--- src/rtl/spram_pkg.sv ---
`default_nettype none
// +------------------------------------------------------------------+
// | spram_pkg : shared types and constants for spram_arbiter          |
// | Revision  : 1.0                                                   |
// +------------------------------------------------------------------+
package spram_pkg;

  typedef enum logic {
    REQ_A = 1'b0,
    REQ_B = 1'b1
  } req_id_e;

  typedef enum logic [1:0] {
    ST_IDLE    = 2'd0,
    ST_GRANT_A = 2'd1,
    ST_GRANT_B = 2'd2
  } arb_state_e;

  localparam int RD_LATENCY_MIN = 1;
  localparam int RD_LATENCY_MAX = 4;

  // Out-of-range latencies are pulled to the nearest legal value.
  function automatic int clamp_latency(input int lat);
    if (lat < RD_LATENCY_MIN) return RD_LATENCY_MIN;
    if (lat > RD_LATENCY_MAX) return RD_LATENCY_MAX;
    return lat;
  endfunction

endpackage
`default_nettype wire

--- src/rtl/spram_rd_pipe.sv ---
`default_nettype none
// +------------------------------------------------------------------+
// | spram_rd_pipe : RD_LATENCY-deep {valid, owner} read-return pipe   |
// | Revision      : 1.0                                               |
// +------------------------------------------------------------------+
import spram_pkg::*;

module spram_rd_pipe #(
  parameter int RD_LATENCY = 1
) (
  input  logic    clk,
  input  logic    rst,
  input  logic    valid_i,
  input  req_id_e owner_i,
  output logic    valid_o,
  output req_id_e owner_o
);

  localparam int DEPTH = clamp_latency(RD_LATENCY);

  logic [DEPTH-1:0] valid_q;
  logic [DEPTH-1:0] owner_q;

  always_ff @(posedge clk) begin
    if (!rst) begin
      valid_q <= '0;
      owner_q <= '0;
    end else begin
      valid_q[0] <= valid_i;
      owner_q[0] <= owner_i;
      for (int i = 1; i < DEPTH; i++) begin
        valid_q[i] <= valid_q[i-1];
        owner_q[i] <= owner_q[i-1];
      end
    end
  end

  assign valid_o = valid_q[DEPTH-1];
  assign owner_o = req_id_e'(owner_q[DEPTH-1]);

endmodule
`default_nettype wire

--- src/rtl/spram_arbiter.sv ---
`default_nettype none
// +------------------------------------------------------------------+
// | spram_arbiter : two-requester arbiter in front of a single-port   |
// | RAM. Define SPRAM_ARBITER_RR_EN for round-robin, else A-priority. |
// | Revision      : 1.0                                               |
// +------------------------------------------------------------------+
import spram_pkg::*;

module spram_arbiter #(
  parameter int ADDR_WIDTH = 8,
  parameter int DATA_WIDTH = 32,
  parameter int RD_LATENCY = 1
) (
  input  logic                  clk,
  input  logic                  rst,
  input  logic                  a_req,
  input  logic                  a_we,
  input  logic [ADDR_WIDTH-1:0] a_addr,
  input  logic [DATA_WIDTH-1:0] a_wdata,
  input  logic                  b_req,
  input  logic                  b_we,
  input  logic [ADDR_WIDTH-1:0] b_addr,
  input  logic [DATA_WIDTH-1:0] b_wdata,
  output logic                  a_gnt,
  output logic                  b_gnt,
  output logic                  a_rvalid,
  output logic                  b_rvalid,
  output logic [DATA_WIDTH-1:0] rdata,
  output logic                  ram_we,
  output logic [ADDR_WIDTH-1:0] ram_addr,
  output logic [DATA_WIDTH-1:0] ram_wdata,
  input  logic [DATA_WIDTH-1:0] ram_rdata
);

  arb_state_e            arb_state;
  logic                  prio_b;
  logic                  granted;
  logic                  sel_we;
  logic [ADDR_WIDTH-1:0] sel_addr;
  logic [DATA_WIDTH-1:0] sel_wdata;
  logic [ADDR_WIDTH-1:0] addr_q, addr_d;
  logic [DATA_WIDTH-1:0] wdata_q, wdata_d;
  logic                  pipe_valid;
  req_id_e               pipe_owner;
  req_id_e               gnt_owner;

`ifdef SPRAM_ARBITER_RR_EN
  logic    conflict;
  req_id_e ptr_q, ptr_d;

  assign conflict = a_req & b_req;
  assign prio_b   = (ptr_q == REQ_B);

  // Pointer names the requester that wins the next conflict.
  always_comb begin
    ptr_d = ptr_q;
    if (rst && conflict) begin
      ptr_d = (arb_state == ST_GRANT_A) ? REQ_B : REQ_A;
    end
  end

  always_ff @(posedge clk) begin
    if (!rst) ptr_q <= REQ_A;
    else      ptr_q <= ptr_d;
  end
`else
  assign prio_b = 1'b0;
`endif

  // Grant decision is made and consumed within one cycle.
  always_comb begin
    arb_state = ST_IDLE;
    if (rst) begin
      if (a_req && (!b_req || !prio_b)) arb_state = ST_GRANT_A;
      else if (b_req)                   arb_state = ST_GRANT_B;
    end
  end

  assign a_gnt   = (arb_state == ST_GRANT_A);
  assign b_gnt   = (arb_state == ST_GRANT_B);
  assign granted = a_gnt | b_gnt;

  always_comb begin
    sel_we    = a_we;
    sel_addr  = a_addr;
    sel_wdata = a_wdata;
    if (arb_state == ST_GRANT_B) begin
      sel_we    = b_we;
      sel_addr  = b_addr;
      sel_wdata = b_wdata;
    end
  end

  assign addr_d  = granted ? sel_addr  : addr_q;
  assign wdata_d = granted ? sel_wdata : wdata_q;

  always_ff @(posedge clk) begin
    if (!rst) begin
      addr_q  <= '0;
      wdata_q <= '0;
    end else begin
      addr_q  <= addr_d;
      wdata_q <= wdata_d;
    end
  end

  assign ram_we    = granted & sel_we;
  assign ram_addr  = rst ? addr_d  : '0;
  assign ram_wdata = rst ? wdata_d : '0;

  assign gnt_owner = b_gnt ? REQ_B : REQ_A;

  spram_rd_pipe #(
    .RD_LATENCY (RD_LATENCY)
  ) u_rd_pipe (
    .clk     (clk),
    .rst     (rst),
    .valid_i (granted & ~sel_we),
    .owner_i (gnt_owner),
    .valid_o (pipe_valid),
    .owner_o (pipe_owner)
  );

  // Outputs are forced low while reset is asserted, before the pipe clears.
  assign a_rvalid = rst & pipe_valid & (pipe_owner == REQ_A);
  assign b_rvalid = rst & pipe_valid & (pipe_owner == REQ_B);
  assign rdata    = rst ? ram_rdata : '0;

endmodule
`default_nettype wire

--- config.mk ---
export PLATFORM = sky130hd
export DESIGN_NAME = spram_arbiter
export DESIGN_NICKNAME = d
export VERILOG_FILES = /design/src/rtl/spram_pkg.sv /design/src/rtl/spram_rd_pipe.sv /design/src/rtl/spram_arbiter.sv
export SDC_FILE = /design/constraint.sdc
export NUM_CORES = 1
export LEC_CHECK = 0
export ABC_AREA = 1
export CORE_ASPECT_RATIO = 0.7
export CORE_MARGIN = 2
export CORE_UTILIZATION = 38
export DETAILED_ROUTE_END_ITERATION = 12
export PLACE_DENSITY = 0.94
export SYNTH_ARGS = -nofsm -noshare
export SYNTH_HDL_FRONTEND = slang
export SYNTH_SLANG_ARGS = --single-unit
--- constraint.sdc ---
create_clock -name clk -period 2.23 [get_ports clk]
set_clock_uncertainty 0.1 [all_clocks]
set_input_delay 0.446 -clock clk [delete_from_list [all_inputs] [get_ports clk]]
set_output_delay 0.446 -clock clk [all_outputs]
set_load 0.05 [all_outputs]
==> out/results.ini, run 1 <==
[final_layout]
fin_nets = 826
diodes = 0
final_util_pct = 84.1
drive_above_1_share_pct = 15.4
areaGrowthSynthToFinish_pct = 113
fillers = 369

[min_path]
hp-class = in2reg

[logic_synthesis]
yosys.area.top_type = nand2_1
yosysTopAreaCellShare_pct = 39.0
yosysWarningCount = 0
synth.cell_area_um2 = 2690
synth_cells = 512
netlist_top_cells_area = nand2_1, dfxtp_1, inv_1, buf_4, clkbuf_1
yosysUniqueCellTypes = 10
yosysSeqAreaShare_pct = 31.3
syn-num-nets = 630
ys_seq_elements = 42
syn_avg_cell_area_um2 = 5.25

[global_route]
grt_max_degree = 34
antenna_found_initial = 0
grt_pass1_vias = 3538
overflow = 0
grt_pass1_wl_um = 16800
track_usage_pct = 27.2

[worst_setup_path]
cp.arrival_ns = 1.60
cp-endpoint = ram_addr[4]
worstRegToRegCells = 2
reg2reg_from = wdata_q[31]
criticalPathCategory = in2out
critPathMaxFanout = 19
regToRegEndpoint = wdata_q[31]
crit_path_end_kind = output port
cp.required_ns = 1.68
rrSetupSlack_ns = 1.50
crit_path_start = a_req
worst_setup_path_start_kind = input pin

[floorplan]
num_rows = 25
die_h_um = 74.3
initial_core_util_pct = 39.6
io_pins = 195
die_area_um2 = 7770
die_x_um = 104
coreArea_um2 = 6790

[timing]
finalSetupViolations = 0
worst_pin_slew_ns = 0.224
fmaxAchievable_ghz = 0.466
fin_crit_sh_pct = 96.1
relSlewSlack_pct = 85.0
finalHoldViolCount = 0
slew_violations = 0
rsz0062_at_grt = no
fin_crit_ns = 2.14
worst_slack_ns = 0.0859

[route]
vias = 3404
via_per_inst = 4.24
wl_um = 10500
drc = 0
ant_nets = 0
drt-initial-drc-count = 98
wl_per_cell_um = 13.1
firstDrtPassIters = 4

[place]
dp_hpwl_um = 8680
gp_congestion = 0.803
place_ws_ns = -0.329
port_buffers = 194

[clock_network]
cts_buffer_depth = 2
clk_pin_slew_worst_paths_ns = 0.08
clkSinkCount = 42
tritoncts = done
htreeDepth = 2
cts_root_buffer = clkbuf_8
numCtsBuffers = 5
clk_latency_ns = 0.28
hold_buffers = 0

[run]
maxCapViolations = 0

[pwr]
power_per_cell_area_nw_per_um2 = 516
vdd_drop_max_uv = 531
static-leakage-power_nw = 3.35

[outcome]
outcome = finished, final reports clean

area by class of cell:
| type | count | area, um^2 | share of cell area [%] |
|---|---|---|---|
| inverter | 159 | 597 | 10.5 |
| multi-input combinational | 290 | 1120 | 19.7 |
| timing repair buffer | 210 | 2940 | 51.5 |
| clock buffer | 7 | 86.3 | 1.51 |
| sequential | 42 | 841 | 14.7 |
| tap | 94 | 118 | 2.06 |
| clock inverter | 1 | 5.00 | 0.0877 |
worst max-delay path, cell delays in order:
cell	delay [ns]
buf_2	0.14
buf_6	0.16
nor2_4	0.15
buf_12	0.12
buf_12	0.14
nand2_1	0.07
nand2_1	0.08
nand2_1	0.11
buf_12	0.17
layout by cell type (no fill, tap or decap), drive strengths merged:
cell type,netlist,routed
clkinv,0,1
nor2,7,7
clkbuf,7,8
nand2,282,282
clkdlybuf4s50,0,114
dfxtp,42,42
inv,159,159
buf,14,94
bufbuf,0,1
nand3,1,1
power by group:
part | internal [mW] | switching (mW)
Clock | 0.250 | 0.265
Combinational | 0.747 | 0.822
Sequential | 0.838 | 0.0257
flip-flops by register name, indices dropped and copies added, names as in the netlist:
| register | flops |
|---|---|
| wdata_q | 32 |
| addr_q | 8 |
| u_rd_pipe.owner_o | 1 |
| u_rd_pipe.valid_o | 1 |
worst min path at each step:
stage | from | to | cells after the start
detailed placement | addr_q[0] | addr_q[0] | 2
floorplan | b_req | u_rd_pipe.owner_o | 2
global route | b_req | u_rd_pipe.owner_o | 3
CTS | wdata_q[7] | wdata_q[7] | 2
global placement | wdata_q[15] | wdata_q[15] | 2
finish | b_req | u_rd_pipe.owner_o | 3
cells by family (layout without fill, tap and decap cells):
family,after synthesis,count (layout),share of synthesized area (%)
buffers and inverters,180,377,27.1
and+or+nand+nor,290,290,41.6
DFF,42,42,31.3
repair_timing:
action / CTS / global route
gates resized for setup: 7 / 4
pin swaps: 1 / 1
buffers inserted: 1 / 0
gates cloned: 1 / 0
setup endpoints to repair: 73 / 35
cell usage after synthesis:
master,count
nor2_4,2
clkbuf_1,7
nand2_2,2
nand3_1,1
nand2_4,1
buf_4,14
inv_1,159
dfxtp_1,42
nand2_1,279
nor2_1,5
per-stage QoR:
step	cell area, um^2	hold WS [ns]	power, mW	setup TNS [ns]	std cells
3_3_place_gp	5560	0.390	2.39	-10.03	793
3_5_place_dp	5560	0.397	2.44	-12.48	793
2_1_floorplan	2690	0.496	1.57	0	512
4_1_cts	5710	0.413	2.96	0	803
5_1_grt	5710	0.383	3.07	0	803
6_report	5710	0.377	2.95	0	803
routing by layer:
metal  track usage [%]  wire, um  up-vias
met1              28.4      3930     1511
met5                 0         0        -
met2              54.0      5570      122
li1                  -         -     1753
met3              9.38       838       18
met4              6.16       204        0
Power figures use the tool's default switching activity.
==> inputs of run 2 (changes only) <==
--- a/config.mk
+++ b/config.mk
@@ -10,6 +10,7 @@
 export CORE_MARGIN = 2
 export CORE_UTILIZATION = 38
 export DETAILED_ROUTE_END_ITERATION = 12
+export MAX_ROUTING_LAYER = met4
 export PLACE_DENSITY = 0.94
 export SYNTH_ARGS = -nofsm -noshare
 export SYNTH_HDL_FRONTEND = slang
==> run 2 against run 1 <==
Against the previous run: non-clock buffer count unchanged; register-to-register slack about the same; count of clock-buffer cells in the layout unchanged; first-iteration DRC count down 1.0%; worst setup slack better by 0.0015 ns; sequential cell count unchanged; critical endpoint unchanged.
==> out/results.ini, run 2 (synthesis results as in run 1) <==
[worst_setup_path]
cp_slowest_cell = buf_12
path_buf_inv = 5  ; unchanged
crit_path_start = a_req
crit_chain = buf_2 -> buf_6 -> nor2_4 -> buf_12 -> buf_12 -> nand2_1 -> nand2_1 -> nand2_1 -> buf_12
cp.required_ns = 1.68  ; about the same
critPathMaxFanout = 19  ; unchanged
crit_path_end_kind = output port
path_delay_family = buffers and inverters
worst_setup_path_start_kind = input pin
criticalPathCategory = in2out
slowest_delay_ns = 0.17  ; about the same
reg2reg_from = wdata_q[31]
cp.arrival_ns = 1.60  ; about the same

[min_path]
hp-class = in2reg
hold_start = b_req

[clock_network]
htreeDepth = 2  ; unchanged
clk_latency_ns = 0.28  ; about the same
clk_pin_slew_worst_paths_ns = 0.08  ; about the same
tritoncts = done
cts_buffer_depth = 2  ; unchanged
clkSinkCount = 42  ; unchanged
numCtsBuffers = 5  ; unchanged
cts_root_buffer = clkbuf_8

[global_route]
track_usage_pct = 28.1  ; +0.92 points
grt_pass1_wl_um = 16800  ; unchanged
overflow = 0  ; unchanged
grt_max_degree = 34  ; unchanged
antenna_found_initial = 0  ; unchanged
grt_pass1_vias = 3543  ; +0.14%

[pwr]
static-leakage-power_nw = 3.35  ; unchanged
power_per_cell_area_nw_per_um2 = 516  ; -0.13%
vdd_drop_max_uv = 530  ; -0.20%

[floorplan]
initial_core_util_pct = 39.6  ; unchanged
num_rows = 25  ; unchanged
die_area_um2 = 7770  ; unchanged
die_h_um = 74.3  ; unchanged
die_x_um = 104  ; unchanged
coreArea_um2 = 6790  ; unchanged
io_pins = 195  ; unchanged

[final_layout]
instances_no_fill = 803  ; unchanged
fin_area_um2 = 5710  ; unchanged
fin_nets = 826  ; unchanged
regMostFlops = wdata_q
final_common_cell = nand2_1
areaGrowthSynthToFinish_pct = 113  ; unchanged
largest_reg_flops = 32  ; unchanged
drive_above_1_share_pct = 15.4  ; unchanged
layout_common_cells = nand2_1, inv_1, clkdlybuf4s50_1
reg.largest.list = wdata_q: 32 flops, addr_q: 8 flops
diodes = 0  ; unchanged

[timing]
slew_violations = 0  ; unchanged
finalSetupViolations = 0  ; unchanged
fin_tns_setup_ns = 0  ; unchanged
rsz0062_at_grt = no
worst_slack_ns = 0.0874  ; +0.00152 ns
worst_pin_slew_ns = 0.221  ; -0.00330 ns
fin_crit_sh_pct = 96.1  ; about the same
finalHoldViolCount = 0  ; unchanged
fmaxAchievable_ghz = 0.467  ; about the same
relSlewSlack_pct = 85.2  ; +0.22 points
fin_crit_ns = 2.14  ; -0.00152 ns

[route]
wl_per_cell_um = 13.1  ; about the same
wl_um = 10500  ; about the same
drt-initial-drc-count = 97  ; -1.0%
vias = 3423  ; +0.56%
via_per_inst = 4.26  ; +0.56%
drc = 0  ; unchanged
ant_nets = 0  ; unchanged
firstDrtPassIters = 4  ; unchanged

[place]
port_buffers = 194  ; unchanged
place_ws_ns = -0.329  ; unchanged
gp_congestion = 0.815  ; +1.4%
dp_hpwl_um = 8680  ; unchanged
dpl_cell_area_um2 = 5560  ; unchanged
placed_cells = 793  ; unchanged

[run]
maxCapViolations = 0  ; unchanged

[outcome]
outcome = finished, final reports clean

==> run 2: where the power goes <==
part | internal (mW) | switching, mW
Combinational | 0.747 | 0.822
Sequential | 0.838 | 0.0257
Clock | 0.250 | 0.261
Total | 1.84 | 1.11
==> run 2: final timing paths <==
kind                        to  slack (ns)  cells after the start
max                ram_addr[4]        0.09                      9
min reg2reg         wdata_q[7]        0.41                      2
min          u_rd_pipe.owner_o        0.38                      3
max reg2reg        wdata_q[31]        1.50                      2
==> run 2: repair_timing <==
| action | in CTS | in global routing |
|---|---|---|
| pin swaps | 1 | 1 |
| cloned | 1 | 0 |
| buffers inserted | 1 | 0 |
| gates resized for setup | 7 | 4 |
| endpoints found under the setup margin | 73 | 35 |
| hold buffers | 0 | 0 |
==> run 2: metrics by stage <==
stage | total power [mW] | hold slack [ns] | utilization (%)
finish | 2.94 | 0.379 | 84.1
global route | 3.07 | 0.383 | 84.1
CTS | 2.96 | 0.413 | 84.2
detailed placement | 2.44 | 0.397 | 81.9
global placement | 2.39 | 0.390 | 81.9
floorplan | 1.57 | 0.496 | -
==> run 2: final cells by class <==
class	count	area [um^2]
clock buffer	7	86.3
clock inverter	1	5.00
fill	369	1080
inverter	159	597
multi-input combinational	290	1120
sequential	42	841
tap	94	118
timing repair buffer	210	2940
==> run 2: per-layer routing <==
layer,wire (um),up-vias,global-route usage [%]
met4,195,0,6.16
met2,5560,124,53.9
met3,789,16,8.33
met5,0,-,-
li1,-,1753,-
met1,3990,1530,29.1
==> run 2: tightest hold or removal path, delay by kind of cell <==
family | cells | cell delay, ns
buf+inv | 1 | 0.12
simple gates | 2 | 0.15
==> inputs of run 3 (changes only) <==
--- a/config.mk
+++ b/config.mk
@@ -8,10 +8,11 @@
 export ABC_AREA = 1
 export CORE_ASPECT_RATIO = 0.7
 export CORE_MARGIN = 2
-export CORE_UTILIZATION = 38
+export CORE_UTILIZATION = 39
 export DETAILED_ROUTE_END_ITERATION = 12
 export MAX_ROUTING_LAYER = met4
-export PLACE_DENSITY = 0.94
+export PLACE_DENSITY = 0.93
 export SYNTH_ARGS = -nofsm -noshare
 export SYNTH_HDL_FRONTEND = slang
+export SYNTH_HIERARCHICAL = 1
 export SYNTH_SLANG_ARGS = --single-unit
==> constraint.sdc (replaced) <==
create_clock -name clk -period 2.8 [get_ports clk]
set_clock_uncertainty 0.1 [all_clocks]
set_input_delay 0.56 -clock clk [delete_from_list [all_inputs] [get_ports clk]]
set_output_delay 0.56 -clock clk [all_outputs]
set_load 0.05 [all_outputs]
==> run 3 against run 2 <==
Against the previous run: combinational power down 37%; sequential cell count unchanged; total power down 31%; routed wire length up 4.8%; cell count down 5.0%; design area down 7.9%; first-iteration DRC count up 43%; non-clock buffer count up 2; synthesized cell count down 5.7%; global-route usage down 1.3 points; largest power group unchanged.
==> out/results.ini, run 3 <==
[pwr]
p_comb_share_pct = 48.2  ; -5.1 points
p_int_mw = 1.27  ; -31%
seq_power_share_pct = 32.2  ; +2.9 points
vdd_drop_max_uv = 276  ; -48%
sw_frac_of_total_pct = 37.7  ; +0.053 points
p_switching_mw = 0.770  ; -31%
clockPowerShare_pct = 19.6  ; +2.2 points
power_per_cell_area_nw_per_um2 = 388  ; -25%
static-leakage-power_nw = 3.02  ; -9.6%

[final_layout]
reg.largest.list = wdata_q: 32 flops, addr_q: 8 flops
diodes = 0  ; unchanged
fin_nets = 782  ; -5.3%
fin_area_um2 = 5260  ; -7.9%
final_common_cell = nand2_1
largest_reg_flops = 32  ; unchanged
regMostFlops = wdata_q
drive_above_1_share_pct = 16.7  ; +1.3 points
areaGrowthSynthToFinish_pct = 83.2
final_util_pct = 72.8  ; -11 points
layout_common_cells = nand2_1, inv_1, clkdlybuf4s50_1

[min_path]
hp-class = reg2reg

[logic_synthesis]
ys_seq_elements = 42  ; unchanged
yosysTopAreaCellShare_pct = 29.3  ; -9.7 points
syn-num-nets = 601  ; -4.6%
yosys.area.top_type = dfxtp_1
syn_avg_cell_area_um2 = 5.94  ; +13%
yosysWarningCount = 6  ; +6
synthTopCellsByCount = nand2_1, inv_1, dfxtp_1
yosysSeqAreaShare_pct = 29.3  ; -2.0 points
async_flop_share_pct = 0  ; unchanged
netlist_top_cells_area = dfxtp_1, nand2_1, inv_1, nand3b_1, nand4_1
synth.cell_area_um2 = 2870  ; +6.8%
yosys.cell_count.top_type = nand2_1
synth_cells = 483  ; -5.7%
yosysUniqueCellTypes = 15  ; +5
synth_edf_count = 0  ; unchanged
synthFlopType = dfxtp_1

[floorplan]
coreArea_um2 = 7220  ; +6.4%
io_pins = 195  ; unchanged
num_rows = 26  ; +4.0%
die_h_um = 75.8  ; +1.9%
initial_core_util_pct = 39.7  ; +0.17 points
die_area_um2 = 8070  ; +3.9%
die_x_um = 107  ; +2.0%

[clock_network]
hold_buffers = 0  ; unchanged
post_cts_resized = 0  ; -7
cts_setup_buffers = 0  ; -1
clkSinkCount = 42  ; unchanged
htreeDepth = 2  ; unchanged
cts_root_buffer = clkbuf_8
cts_buffer_depth = 2  ; unchanged
numCtsBuffers = 5  ; unchanged
clk_latency_ns = 0.29  ; about the same
clk_pin_slew_worst_paths_ns = 0.08  ; about the same
tritoncts = done

[route]
drc = 0  ; unchanged
via_per_inst = 4.78  ; +12%
drt-initial-drc-count = 139  ; +43%
wl_um = 11000  ; +4.8%
firstDrtPassIters = 4  ; unchanged
ant_nets = 0  ; unchanged
vias = 3648  ; +6.6%
wl_per_cell_um = 14.5  ; +10%

[global_route]
grt_max_degree = 45  ; +32%
grt_most_used_layer = met2
grt_use_met2_pct = 48.7  ; -5.2 points
gr-usage-met1_pct = 29.8  ; +0.69 points
overflow = 0  ; unchanged
grt_pass1_wl_um = 16400  ; -2.1%
grt_util_met3_pct = 5.30  ; -3.0 points
antenna_found_initial = 0  ; unchanged
track_usage_pct = 26.8  ; -1.3 points
grt_pass1_vias = 3448  ; -2.7%

[place]
place_ws_ns = 0.130  ; +0.459 ns
dp_hpwl_um = 8530  ; -1.7%
dpl_cell_area_um2 = 5170  ; -7.1%
port_buffers = 194  ; unchanged
gp_congestion = 0.883  ; +8.3%

[timing]
holdWs_ns = 0.522  ; +0.143 ns
fin_tns_setup_ns = 0  ; unchanged
fin_crit_ns = 2.68
rsz0062_at_grt = no
slew_violations = 0  ; unchanged
fmaxAchievable_ghz = 0.374
worst_pin_slew_ns = 0.460  ; +0.239 ns
finalHoldViolCount = 0  ; unchanged
fin_crit_sh_pct = 95.6
finalSetupViolations = 0  ; unchanged
relSlewSlack_pct = 69.3  ; -16 points
worst_slack_ns = 0.123  ; +0.0361 ns

[run]
maxCapViolations = 0  ; unchanged

[outcome]
outcome = finished, final reports clean

[worst_setup_path]
crit_path_end_kind = output port
critPathMaxFanout = 16  ; -3
worst_setup_path_start_kind = input pin
criticalPathCategory = in2out
cp.required_ns = 2.14  ; +0.46 ns
cp.arrival_ns = 2.02  ; +0.42 ns

[run 3: worst max-delay path, cell delays in order]
cell and delay (ns):
clkdlybuf4s50_1 0.55, nand2_2 0.11, buf_4 0.20, nand3b_1 0.10, nand2_1 0.07, inv_1 0.07, nand2_1 0.05, inv_1 0.09
buf_4 0.21
[run 3: logic make-up after synthesis]
group	share of synthesized area, %
buffers and inverters	22.1
AOI/OAI and AO/OA	0.262
and+or+nand+nor	48.3
DFF	29.3
[run 3: cell type report]
class	instances	area (um^2)
repair buffers	212	2360
fillers	532	1960
multi-input cells	286	1400
flip-flops and latches	42	841
inverters	117	439
well taps	98	123
clock buffers	7	86.3
clock inverters	1	5.00
[run 3: path summary, 6_finish.rpt]
kind	startpoint	endpoint	slack [ns]	depth (start not counted)
setup / recovery	a_req	ram_wdata[13]	0.12	9
hold reg to reg	addr_q[5]	addr_q[5]	0.52	5
hold / removal	addr_q[5]	addr_q[5]	0.52	5
setup reg to reg	wdata_q[13]	wdata_q[13]	1.89	5
[run 3: per-stage QoR]
step	std cells	power, mW
4_1_cts	763	2.06
6_report	763	2.04
3_3_place_gp	755	1.63
2_1_floorplan	483	1.21
5_1_grt	763	2.14
3_5_place_dp	755	1.65
[run 3: power by group through the flow]
| stage | Sequential (mW) | Combinational [mW] | Clock [mW] |
|---|---|---|---|
| global route | 0.662 | 1.05 | 0.432 |
| detailed placement | 0.672 | 0.983 | 0 |
| global placement | 0.669 | 0.961 | 0 |
| CTS | 0.658 | 0.987 | 0.411 |
| floorplan | 0.667 | 0.541 | 0 |
| finish | 0.657 | 0.985 | 0.400 |
[run 3: routing by layer]
layer | vias up | share of wire (%)
li1 | 1822 | -
met1 | 1628 | 40
met2 | 170 | 50
met3 | 28 | 7.0
met4 | 0 | 2.8
met5 | - | 0
